[config.mk]
export PLATFORM = sky130hd
export DESIGN_NAME = interrupt_controller_flat
export DESIGN_NICKNAME = d
export VERILOG_FILES = /design/src/rtl/interrupt_controller_if.sv /design/src/rtl/interrupt_controller.sv /design/src/flat_wrapper.sv
export SDC_FILE = /design/constraint.sdc
export NUM_CORES = 1
export LEC_CHECK = 0
export CAP_MARGIN = 10
export CORE_MARGIN = 5
export CORE_UTILIZATION = 35
export CTS_CLUSTER_DIAMETER = 30
export CTS_CLUSTER_SIZE = 24
export DETAILED_ROUTE_END_ITERATION = 12
export PLACE_DENSITY = 0.68
export SLEW_MARGIN = 20
export SYNTH_ARGS = -nofsm -noshare
export SYNTH_HDL_FRONTEND = slang
export SYNTH_SLANG_ARGS = --single-unit
[constraint.sdc]
create_clock -name i_Clk -period 1.84 [get_ports i_Clk]
set_clock_uncertainty 0.05 [all_clocks]
set_input_delay 0.276 -clock i_Clk [delete_from_list [all_inputs] [get_ports i_Clk]]
set_output_delay 0.276 -clock i_Clk [all_outputs]
set_load 0.02 [all_outputs]
[src/rtl/interrupt_controller_if.sv]
// interrupt_controller_if: register bus, control-unit handshakes and dispatch outputs of the interrupt controller.
// Signals:
//   i_Enable                 clock enable
//   i_Request[4:0]           peripheral request pulses (VBlank, STAT, Timer, Serial, Joypad)
//   i_Sel_IF / i_Sel_IE      register selects for 0xFF0F / 0xFFFF
//   i_Write, i_Data          register write strobe and data
//   o_Data                   register read data
//   i_EI / i_DI / i_RETI     control-unit pulses
//   i_Instr_Boundary         opcode fetch pulse
//   i_Ack / i_Dispatch_Done  dispatch start / end
//   o_Interrupts, o_IRQ, o_Wake, o_Vector, o_IME  controller status
interface interrupt_controller_if;
    logic       i_Enable;
    logic [4:0] i_Request;
    logic       i_Sel_IF;
    logic       i_Sel_IE;
    logic       i_Write;
    logic [7:0] i_Data;
    logic [7:0] o_Data;
    logic       i_EI;
    logic       i_DI;
    logic       i_RETI;
    logic       i_Instr_Boundary;
    logic       i_Ack;
    logic       i_Dispatch_Done;
    logic [4:0] o_Interrupts;
    logic       o_IRQ;
    logic       o_Wake;
    logic [7:0] o_Vector;
    logic       o_IME;
    modport master (
        output i_Enable, i_Request, i_Sel_IF, i_Sel_IE, i_Write, i_Data,
               i_EI, i_DI, i_RETI, i_Instr_Boundary, i_Ack, i_Dispatch_Done,
        input  o_Data, o_Interrupts, o_IRQ, o_Wake, o_Vector, o_IME
    );
    modport slave (
        input  i_Enable, i_Request, i_Sel_IF, i_Sel_IE, i_Write, i_Data,
               i_EI, i_DI, i_RETI, i_Instr_Boundary, i_Ack, i_Dispatch_Done,
        output o_Data, o_Interrupts, o_IRQ, o_Wake, o_Vector, o_IME
    );
endinterface

[src/rtl/interrupt_controller.sv]
// interrupt_controller: IF/IE registers, fixed-priority dispatch FSM and IME FSM.
// Ports: i_Clk (clock), i_Reset (sync active-high reset), bus (interrupt_controller_if.slave).
// Macro INTC_EI_DELAY_EN: when defined EI arms IME and it turns on at the next instruction
// boundary; when undefined EI turns IME on at the next edge.
module interrupt_controller (
    input logic                   i_Clk,
    input logic                   i_Reset,
    interrupt_controller_if.slave bus
);
    typedef enum logic {IDLE, DISPATCH} disp_t;
    typedef enum logic [1:0] {OFF, ARMED, ON} ime_t;
    disp_t      disp, disp_next;
    ime_t       ime, ime_next;
    logic [4:0] flags, flags_next, pend, clr;
    logic [7:0] ie, ie_next, vec, vec_next;
    logic       take;
    always_ff @(posedge i_Clk) begin
        if (i_Reset) begin
            disp  <= IDLE;
            ime   <= OFF;
            flags <= 5'd0;
            ie    <= 8'd0;
            vec   <= 8'd0;
        end else if (bus.i_Enable) begin
            disp  <= disp_next;
            ime   <= ime_next;
            flags <= flags_next;
            ie    <= ie_next;
            vec   <= vec_next;
        end
    end
    assign pend             = ie[4:0] & flags;
    assign bus.o_Interrupts = pend;
    assign bus.o_Wake       = |pend;
    assign bus.o_IME        = ime == ON;
    assign bus.o_IRQ        = ime == ON && |pend && disp == IDLE;
    assign bus.o_Vector     = vec;
    assign bus.o_Data       = bus.i_Sel_IF ? {3'b111, flags} : bus.i_Sel_IE ? ie : 8'h00;
    always_comb begin
        take     = disp == IDLE && bus.i_Ack;
        clr      = 5'd0;
        vec_next = take ? 8'h00 : vec;
        // scan downward so the lowest pending bit (highest priority) is the last one written
        for (int n = 4; n >= 0; n--) begin
            if (take && pend[n]) begin
                clr      = 5'(1 << n);
                vec_next = 8'(8'h40 + n * 8);
            end
        end
        // a request in the same cycle as its clear wins, so OR it in last
        flags_next = ((bus.i_Write && bus.i_Sel_IF) ? bus.i_Data[4:0] : flags) & ~clr | bus.i_Request;
        ie_next    = (bus.i_Write && bus.i_Sel_IE) ? bus.i_Data : ie;
        disp_next  = take ? DISPATCH : (disp == DISPATCH && bus.i_Dispatch_Done) ? IDLE : disp;
        ime_next   = ime;
        if (bus.i_DI || take)
            ime_next = OFF;
        else if (bus.i_RETI)
            ime_next = ON;
        else if (bus.i_EI && ime == OFF)
`ifdef INTC_EI_DELAY_EN
            ime_next = ARMED;
        else if (ime == ARMED && bus.i_Instr_Boundary)
            ime_next = ON;
`else
            ime_next = ON;
`endif
    end
endmodule

[src/flat_wrapper.sv]
// flat-port wrapper written by rule: the top's interface ports become plain ports
module interrupt_controller_flat 
  (i_Clk, i_Reset, bus_i_Enable, bus_i_Request, bus_i_Sel_IF, bus_i_Sel_IE, bus_i_Write, bus_i_Data, bus_i_EI, bus_i_DI, bus_i_RETI, bus_i_Instr_Boundary, bus_i_Ack, bus_i_Dispatch_Done, bus_o_Data, bus_o_Interrupts, bus_o_IRQ, bus_o_Wake, bus_o_Vector, bus_o_IME);
  interrupt_controller_if bus_i ();
  input logic i_Clk;
  input logic i_Reset;
  input wire logic [$bits(bus_i.i_Enable)-1:0] bus_i_Enable;
  input wire logic [$bits(bus_i.i_Request)-1:0] bus_i_Request;
  input wire logic [$bits(bus_i.i_Sel_IF)-1:0] bus_i_Sel_IF;
  input wire logic [$bits(bus_i.i_Sel_IE)-1:0] bus_i_Sel_IE;
  input wire logic [$bits(bus_i.i_Write)-1:0] bus_i_Write;
  input wire logic [$bits(bus_i.i_Data)-1:0] bus_i_Data;
  input wire logic [$bits(bus_i.i_EI)-1:0] bus_i_EI;
  input wire logic [$bits(bus_i.i_DI)-1:0] bus_i_DI;
  input wire logic [$bits(bus_i.i_RETI)-1:0] bus_i_RETI;
  input wire logic [$bits(bus_i.i_Instr_Boundary)-1:0] bus_i_Instr_Boundary;
  input wire logic [$bits(bus_i.i_Ack)-1:0] bus_i_Ack;
  input wire logic [$bits(bus_i.i_Dispatch_Done)-1:0] bus_i_Dispatch_Done;
  output wire logic [$bits(bus_i.o_Data)-1:0] bus_o_Data;
  output wire logic [$bits(bus_i.o_Interrupts)-1:0] bus_o_Interrupts;
  output wire logic [$bits(bus_i.o_IRQ)-1:0] bus_o_IRQ;
  output wire logic [$bits(bus_i.o_Wake)-1:0] bus_o_Wake;
  output wire logic [$bits(bus_i.o_Vector)-1:0] bus_o_Vector;
  output wire logic [$bits(bus_i.o_IME)-1:0] bus_o_IME;
  assign bus_i.i_Enable = bus_i_Enable;
  assign bus_i.i_Request = bus_i_Request;
  assign bus_i.i_Sel_IF = bus_i_Sel_IF;
  assign bus_i.i_Sel_IE = bus_i_Sel_IE;
  assign bus_i.i_Write = bus_i_Write;
  assign bus_i.i_Data = bus_i_Data;
  assign bus_i.i_EI = bus_i_EI;
  assign bus_i.i_DI = bus_i_DI;
  assign bus_i.i_RETI = bus_i_RETI;
  assign bus_i.i_Instr_Boundary = bus_i_Instr_Boundary;
  assign bus_i.i_Ack = bus_i_Ack;
  assign bus_i.i_Dispatch_Done = bus_i_Dispatch_Done;
  assign bus_o_Data = bus_i.o_Data;
  assign bus_o_Interrupts = bus_i.o_Interrupts;
  assign bus_o_IRQ = bus_i.o_IRQ;
  assign bus_o_Wake = bus_i.o_Wake;
  assign bus_o_Vector = bus_i.o_Vector;
  assign bus_o_IME = bus_i.o_IME;
  interrupt_controller u_core (.i_Clk(i_Clk), .i_Reset(i_Reset), .bus(bus_i));
endmodule
==> flow_metrics.tcl <==
set metrics [dict create \
    maxCapViolations 0 \
    clkLatencyLatePin_ns 0.30 \
    setup_viol 0 \
    clockRootBuffer "clkbuf_4" \
    vias_per_cell 5.073 \
    cp-start-kind "input port" \
    gr-usage-met3 0.03853 \
    fill_cells 286 \
    period_minus_slack_ns 1.754 \
    htree_num_levels 1 \
    dr.pass1.iters 4 \
    slew_viol_final 0 \
    crit_buf_inv 3 \
    core_mm2 0.002781 \
    worstPathCellList "clkdlybuf4s50_1 > buf_4 > o21ai_0 > dlygate4sd2_1" \
    routedWlPerCell_um 13.56 \
    cp_slowest_cell "clkdlybuf4s50_1" \
    final_cells 219 \
    antenna_found_initial 0 \
    fp.dieH_um 64.11 \
    use_met1 0.2017 \
    layout-drive-gt1-share 0.1489 \
    cts_hold_buffers 0 \
    path_max_fanout 9 \
    fin_crit_sh 0.9533 \
    critPathKind "input port to output pin" \
    antenna_left 0 \
    grt_usage 0.1492 \
    rsz0062_at_grt "false" \
    yosysSeqAreaShare 0.3712 \
    ir_drop_v 0.0003423 \
    synth_cell_types 33 \
    status "finished, final reports clean" \
    drtIter0Drc 24 \
    cts_tree "done" \
    gr-total-overflow 0 \
    portBuffers 43 \
    dieArea_mm2 0.004110 \
    worst_ep_arrival_time_ns 1.43 \
    num_vias 1111 \
    setup.worst_path.end_class "output pin" \
    postSynthAreaPerCell_um2 7.705 \
    final.setup.tns_ns 0 \
    cts_buffers 3 \
    synth_seq_cells 19 \
    grt_use_met2 0.2475 \
    drc_errors 0 \
    path_clk_slew_ns 0.12 \
    cts_num_sinks 19 \
    gp_congestion 0.8418 \
    grt_pass1_wl_um 5188 \
    power_mw 0.9004 \
    initial_core_util 0.3684 \
    hold_viol 0 \
    power_density_mw_per_mm2 572.0 \
    dpl.hpwl_um 2409 \
    dp.cells 215 \
    placementRows 19 \
    cp.required_ns 1.51 \
    die_w_um 64.11 \
    slowest_delay_ns 0.41 \
    synth_cells 133 \
    ios 49 \
    cts_buffer_depth 2 \
    holdCritPathClass "flop to flop" \
    drt-total-wl_um 2970 \
    syn_area_mm2 0.001025 \
    grt_max_degree 15 \
    p_leak_nw 0.8166 \
    clock.fmax_ghz 0.5701 \
    antenna_cells 0 \
    nets 214 \
    grt_pass1_vias 1121 \
    critPathTopFamily "buffers and inverters" \
    yosysWarnings 0 \
    synthToLayoutAreaGrowth_pct 53.60 \
    fin_util 0.5659 \
    grt.busiest_layer "met2" \
]
## power breakdown
group / switching [mW] / internal (mW) / leakage, nW
clock network: 0.137 / 0.0844 / 0.0150
registers: 0.0139 / 0.430 / 0.156
logic: 0.112 / 0.123 / 0.646
total: 0.263 / 0.638 / 0.817
## synthesized netlist by cell type
| cell | count | share of area |
|---|---|---|
| clkbuf_2 | 1 | 0.0049 |
| and4b_1 | 1 | 0.0098 |
| nand3_1 | 4 | 0.020 |
| nand3_2 | 1 | 0.0098 |
| a311oi_1 | 4 | 0.034 |
| a2111oi_0 | 1 | 0.0085 |
| a21oi_1 | 5 | 0.024 |
| or3_1 | 1 | 0.0061 |
| dfxtp_1 | 19 | 0.37 |
| a22o_1 | 1 | 0.0085 |
| inv_1 | 8 | 0.029 |
| a22o_2 | 2 | 0.020 |
| mux2_2 | 1 | 0.011 |
| a32oi_1 | 1 | 0.0085 |
| o21a_1 | 1 | 0.0073 |
| buf_2 | 3 | 0.015 |
| nand4b_1 | 1 | 0.0085 |
| mux2i_1 | 8 | 0.078 |
| conb_1 | 1 | 0.0037 |
| a32o_1 | 1 | 0.0098 |
| and3_4 | 1 | 0.011 |
| a211oi_1 | 1 | 0.0073 |
| nor3_1 | 2 | 0.0098 |
| nor2b_1 | 1 | 0.0061 |
| nor2_1 | 20 | 0.073 |
| buf_4 | 4 | 0.029 |
| o21ai_0 | 6 | 0.029 |
| and3b_1 | 2 | 0.017 |
| nand2_2 | 1 | 0.0061 |
| a21o_1 | 3 | 0.022 |
| clkbuf_1 | 4 | 0.015 |
| and2_1 | 1 | 0.0061 |
| nand2_1 | 22 | 0.081 |
## layer usage
layer | vias up | part of all wire
met3 | 0 | 0.066
met2 | 37 | 0.47
li1 | 558 | -
met1 | 516 | 0.47
met4 | 0 | 0
met5 | - | 0
## stage by stage
stage,hold WS (ns),area (um2),worst slack [ns]
2_1_floorplan,0.3413,1036,0.2783
3_3_place_gp,0.3914,1568,-0.3194
3_5_place_dp,0.4017,1568,-0.3518
4_1_cts,0.4202,1575,0.01235
5_1_grt,0.4694,1574,0.02347
6_report,0.4153,1574,0.08587
## repair_timing
item,CTS,global route
setup endpoints to repair,13,3
resized for setup,19,3
endpoints found under the hold margin,0,0
setup buffers,0,0
## worst min-delay path: cells and delay by family, from the launching register on
kind            cells  cell delay (ns)
flops               1             0.33
simple gates        1             0.05
compound gates      1             0.05
## kinds of logic (layout without fill, tap and decap cells)
family / count (synthesis) / count (layout) / synth area share
compound gates: 26 / 26 / 0.1795
other cells: 1 / 4 / 0.003659
simple gates: 58 / 58 / 0.2638
flops: 19 / 19 / 0.3712
buf+inv: 20 / 72 / 0.09279
mux: 9 / 9 / 0.08914
## placed cells by master, fill, tap and decap left out, drive strengths merged
cell,synthesis,layout
and3,1,1
a2111oi,1,1
dlymetal6s2s,0,2
a32o,1,1
mux2i,8,8
a21o,3,3
a311oi,4,4
dlygate4sd2,0,12
dfxtp,19,19
buf,7,19
nand4b,1,1
mux2,1,1
inv,8,8
nand3,5,5
nor3,2,2
and4b,1,1
or3,1,1
a211oi,1,1
clkdlybuf4s50,0,27
and3b,2,2
o21ai,6,6
nor2b,1,1
a21oi,5,5
a22o,3,3
a32oi,1,1
nand2,23,23
o21a,1,1
conb,1,4
clkbuf,5,4
and2,1,1
nor2,20,20
## registers in the layout, indices dropped and copies added, names as in the netlist
signal / flops
u_core.ie: 8
u_core.ime: 1
u_core.disp: 1
u_core.bus.o_Vector: 4
u_core.flags: 5
## final timing paths
path	cells past startpoint	slack, ns	startpoint	endpoint
max	4	0.09	bus_i_Sel_IF	bus_o_Data[4]
max reg2reg	4	0.46	u_core.flags[1]$_SDFFE_PP0P_	u_core.flags[3]$_SDFFE_PP0P_
min	2	0.42	u_core.bus.o_Vector[3]$_SDFFE_PP0P_	u_core.bus.o_Vector[3]$_SDFFE_PP0P_
min reg2reg	2	0.42	u_core.bus.o_Vector[3]$_SDFFE_PP0P_	u_core.bus.o_Vector[3]$_SDFFE_PP0P_
## cell type report
type,instances,area [um2],area share
clock buffer,4,26.28,0.01669
inverter,8,30.03,0.01908
multi-input combinational,97,560.5,0.3561
sequential,19,380.4,0.2417
tap,31,38.79,0.02464
timing repair buffer,60,538.0,0.3418
Note: power is estimated with default switching activity, not from simulation.
==> RTL change 1, RTL diff (same settings) <==
The 3 values of `ime_t` get a one-hot encoding in 3 bits.
--- a/src/rtl/interrupt_controller.sv
+++ b/src/rtl/interrupt_controller.sv
@@ -8,7 +8,7 @@
     interrupt_controller_if.slave bus
 );
     typedef enum logic {IDLE, DISPATCH} disp_t;
-    typedef enum logic [1:0] {OFF, ARMED, ON} ime_t;
+    typedef enum logic [2:0] {OFF = 3'b001, ARMED = 3'b010, ON = 3'b100} ime_t;
     disp_t      disp, disp_next;
     ime_t       ime, ime_next;
     logic [4:0] flags, flags_next, pend, clr;
Check against the original RTL: no difference found for any inputs over 4 cycles, from zero or initial values and one cycle with i_Reset high; so few cycles prove little.
==> RTL change 1 against the unedited design <==
  * Critical path type unchanged
  * Total power is 21% higher
  * Setup slack better by 0.014 ns
  * Cell area is 10% higher
  * Combinational power is 6% higher
  * Sequential cell count is 1 higher
  * Routed wire length is 10% higher
  * Synthesized area is 7.9% higher
  * Largest cell class unchanged
  * Critical endpoint is now bus_o_Data[3]
==> RTL change 1: results (changes against the unedited design) <==
h-tree-depth: 1  # unchanged
drc_errors: 0  # unchanged
drt_iter0_markers: 44  # +83%
grt_usage_pct: 15.48  # +0.56 points
yosys.cell_types.count: 35  # +6.1%
numCtsBuffers: 3  # unchanged
largest_reg_flops: 8  # unchanged
cp.arrival_ns: 1.41  # -0.02 ns
ys_seq_area_share_pct: 36.20  # -0.92 points
antenna_found_initial: 0  # unchanged
clockRootBuffer: "clkbuf_4"
cts_setup_buffers: 0  # unchanged
hold_path_class: "flop to flop"
nets: 228  # +6.5%
clk_transition_reported_paths_ns: 0.13
synth_mux_area_share_pct: 8.145  # -0.77 points
yosysWarnings: 0  # unchanged
antennaDiodeCount: 0  # unchanged
viasPerCell: 4.846  # -4.5%
ys.flop_type: "dfxtp_1"
dp_hpwl_mm: 2.592  # +7.6%
p_leak_uw: 0.0009038  # +11%
largest-register: "u_core.ie"
grt_pass1_wl_mm: 5.299  # +2.1%
synthTopCellsByArea: "dfxtp_1, mux2i_1, nand2_1"
finalWirelength_mm: 3.266  # +10%
drive_gt1_share_pct: 17.82  # +2.9 points
cts_max_path_buffers: 2  # unchanged
synthAdderAreaFrac_pct: 0  # unchanged
gp_congestion: 0.8334  # -1.0%
synth_async_sr_flop_share_pct: 0  # unchanged
dr.pass1.iters: 4  # unchanged
pre_cts_slack_ns: -0.3058  # +0.04605 ns
synth_xor_area_share_pct: 0  # unchanged
synth-compound-area-share_pct: 21.04  # +3.1 points
io_buffer_count: 43  # unchanged
synth.top_cells.by_count: "nand2_1, dfxtp_1, nor2_1"
crit_slowest_cell: "clkdlybuf4s50_1"
cpPeakStageDelay_ns: 0.45  # +0.04 ns
grt_pass1_vias: 1227  # +9.5%
ir_drop_mv: 0.2848  # -17%
outcome: "finished clean"
place_area_um2: 1704  # +8.7%
clock_latency_ns: 0.31
crit_path_max_fanout: 15  # +6
grt_max_degree: 16  # +1
## RTL change 1: cell type report
type / instances / area, µm²
Fill cell: 304 / 1314
Multi-Input combinational cell: 103 / 619.3
Timing Repair Buffer: 66 / 578.1
Sequential cell: 20 / 400.4
Tap cell: 44 / 55.05
Inverter: 9 / 33.78
Clock inverter: 1 / 30.03
Clock buffer: 3 / 22.52
## RTL change 1: what timing repair did
| action | CTS | global route |
|---|---|---|
| gates resized for setup | 19 | 5 |
| endpoints found under the setup margin | 14 | 3 |
| gates cloned | 0 | 0 |
| endpoints found under the hold margin | 0 | 0 |
## RTL change 1: final timing paths
check,endpoint,slack [ns],depth (start not counted),start
min reg2reg,u_core.bus.o_Vector[4]$_SDFFE_PP0P_,0.41,2,u_core.bus.o_Vector[4]$_SDFFE_PP0P_
min,u_core.bus.o_Vector[4]$_SDFFE_PP0P_,0.41,2,u_core.bus.o_Vector[4]$_SDFFE_PP0P_
max reg2reg,u_core.bus.o_Vector[5]$_SDFFE_PP0P_,0.41,5,u_core.flags[0]$_SDFFE_PP0P_
max,bus_o_Data[3],0.1,5,bus_i_Sel_IF
## RTL change 1: power breakdown
| group | switching [µW] | internal, µW |
|---|---|---|
| logic | 122 | 129 |
| registers | 14.3 | 454 |
| clock network | 152 | 220 |
| total | 287 | 803 |
## RTL change 1: stage by stage
stage	instances	utilization (%)
floorplan	144	-
global placement	242	55.82
detailed placement	242	55.82
CTS	246	57.17
global route	246	56.97
finish	246	56.97
## RTL change 1: worst max-delay path: cells and delay by family
kind | cells | cell delay, ns
simple gates | 1 | 0.06
compound gates | 1 | 0.08
buf+inv | 3 | 0.99
## RTL change 1: layer usage
layer	track usage, %	wire, µm	vias to the layer above
met4	7.360	79	0
met1	18.05	1402	556
met5	0	0	-
li1	-	-	596
met3	2.211	158	8
met2	27.39	1626	32
## RTL change 1: cells by family (layout without fill, tap and decap cells)
logic type             count (synthesis)  in the layout
other                                  1              4
muxes                                  9              9
buffers and inverters                 21             79
and+or+nand+nor                       57             57
AOI/OAI and AO/OA                     33             33
DFF                                   20             20
==> RTL change 2, RTL diff (same settings) <==
Made on the original files. Build with the macro `INTC_EI_DELAY_EN` defined.
--- a/src/rtl/interrupt_controller.sv
+++ b/src/rtl/interrupt_controller.sv
@@ -2,6 +2,8 @@
 // Ports: i_Clk (clock), i_Reset (sync active-high reset), bus (interrupt_controller_if.slave).
 // Macro INTC_EI_DELAY_EN: when defined EI arms IME and it turns on at the next instruction
 // boundary; when undefined EI turns IME on at the next edge.
+`define INTC_EI_DELAY_EN
+
 module interrupt_controller (
     input logic                   i_Clk,
     input logic                   i_Reset,
Behaviour: not the same (Yosys sat finds a counterexample within 4 cycles, from zero or initial values and one cycle with i_Reset high).
==> RTL change 2 against the unedited design <==
  * Synthesized area increased by 7.1%
  * Final cell count increased by 10%
  * Sequential cell count increased by 1
  * Total power increased by 7.0%
  * Clock power increased by 14%
  * Cell area increased by 7.6%
  * Setup slack improved by 0.016 ns
  * Routed wire length increased by 7.8%
  * Largest power group unchanged
==> RTL change 2: results (changes against the unedited design) <==
outcome: "finished clean"
dp_hpwl_mm: 2.591  # +7.6%
crit_end: "bus_o_Data[3]"
cpPeakStageDelay_ns: 0.45  # +0.04 ns
ir_drop_mv: 0.5106  # +49%
min_delay_path_depth: 2  # unchanged
fin_hold_ws_ns: 0.4172  # +0.001911 ns
grt_usage_pct: 15.57  # +0.65 points
yosys.cell_types.count: 39  # +18%
synth.top_cells.by_count: "nand2_1, dfxtp_1, nor2_1"
pre_cts_slack_ns: -0.3036  # +0.04820 ns
drive_gt1_share_pct: 13.20  # -1.7 points
reg2reg_to: "u_core.ime[0]$_SDFFE_PP0P_"
fill_cells: 298  # +4.2%
place_area_um2: 1670  # +6.5%
syn_area_per_cell_um2: 7.838  # +1.7%
r2r-start: "u_core.ime[0]$_SDFFE_PP0P_"
nets: 223  # +4.2%
num_vias: 1189  # +7.0%
fmax_mhz: 575.3  # +0.91%
fin_cells: 241  # +10%
antennaDiodeCount: 0  # unchanged
synth-compound-area-share_pct: 19.73  # +1.8 points
p_leak_uw: 0.0008526  # +4.4%
crit_path_max_fanout: 14  # +5
synth_mux_area_share_pct: 11.17  # +2.3 points
cts_resized: 18  # -1
RTL change 2: logic make-up (layout without fill, tap and decap cells):
kind of cell,after synthesis,in the layout
buffers and inverters,21,75
other,1,4
flip-flops,20,20
AO/OA/AOI/OAI,32,32
multiplexers,12,12
AND/OR/NAND/NOR,54,54
RTL change 2: final cells by class:
class / count / area share, %
well taps: 44 / 3.250
multi-input cells: 102 / 36.26
inverters: 10 / 2.216
clock buffers: 4 / 2.142
repair buffers: 61 / 32.50
flip-flops and latches: 20 / 23.63
RTL change 2: power by group:
part           internal (µW)  switching, µW  total (µW)
clock network            121            132         252
logic                    124            120         244
registers                453           14.6         468
RTL change 2: layer usage:
layer	vias up	track usage, %	share of wire (%)
li1	599	-	-
met1	551	18.10	43
met2	35	26.78	50
met3	4	5.442	6.1
met4	0	4.569	0.87
met5	-	0	0
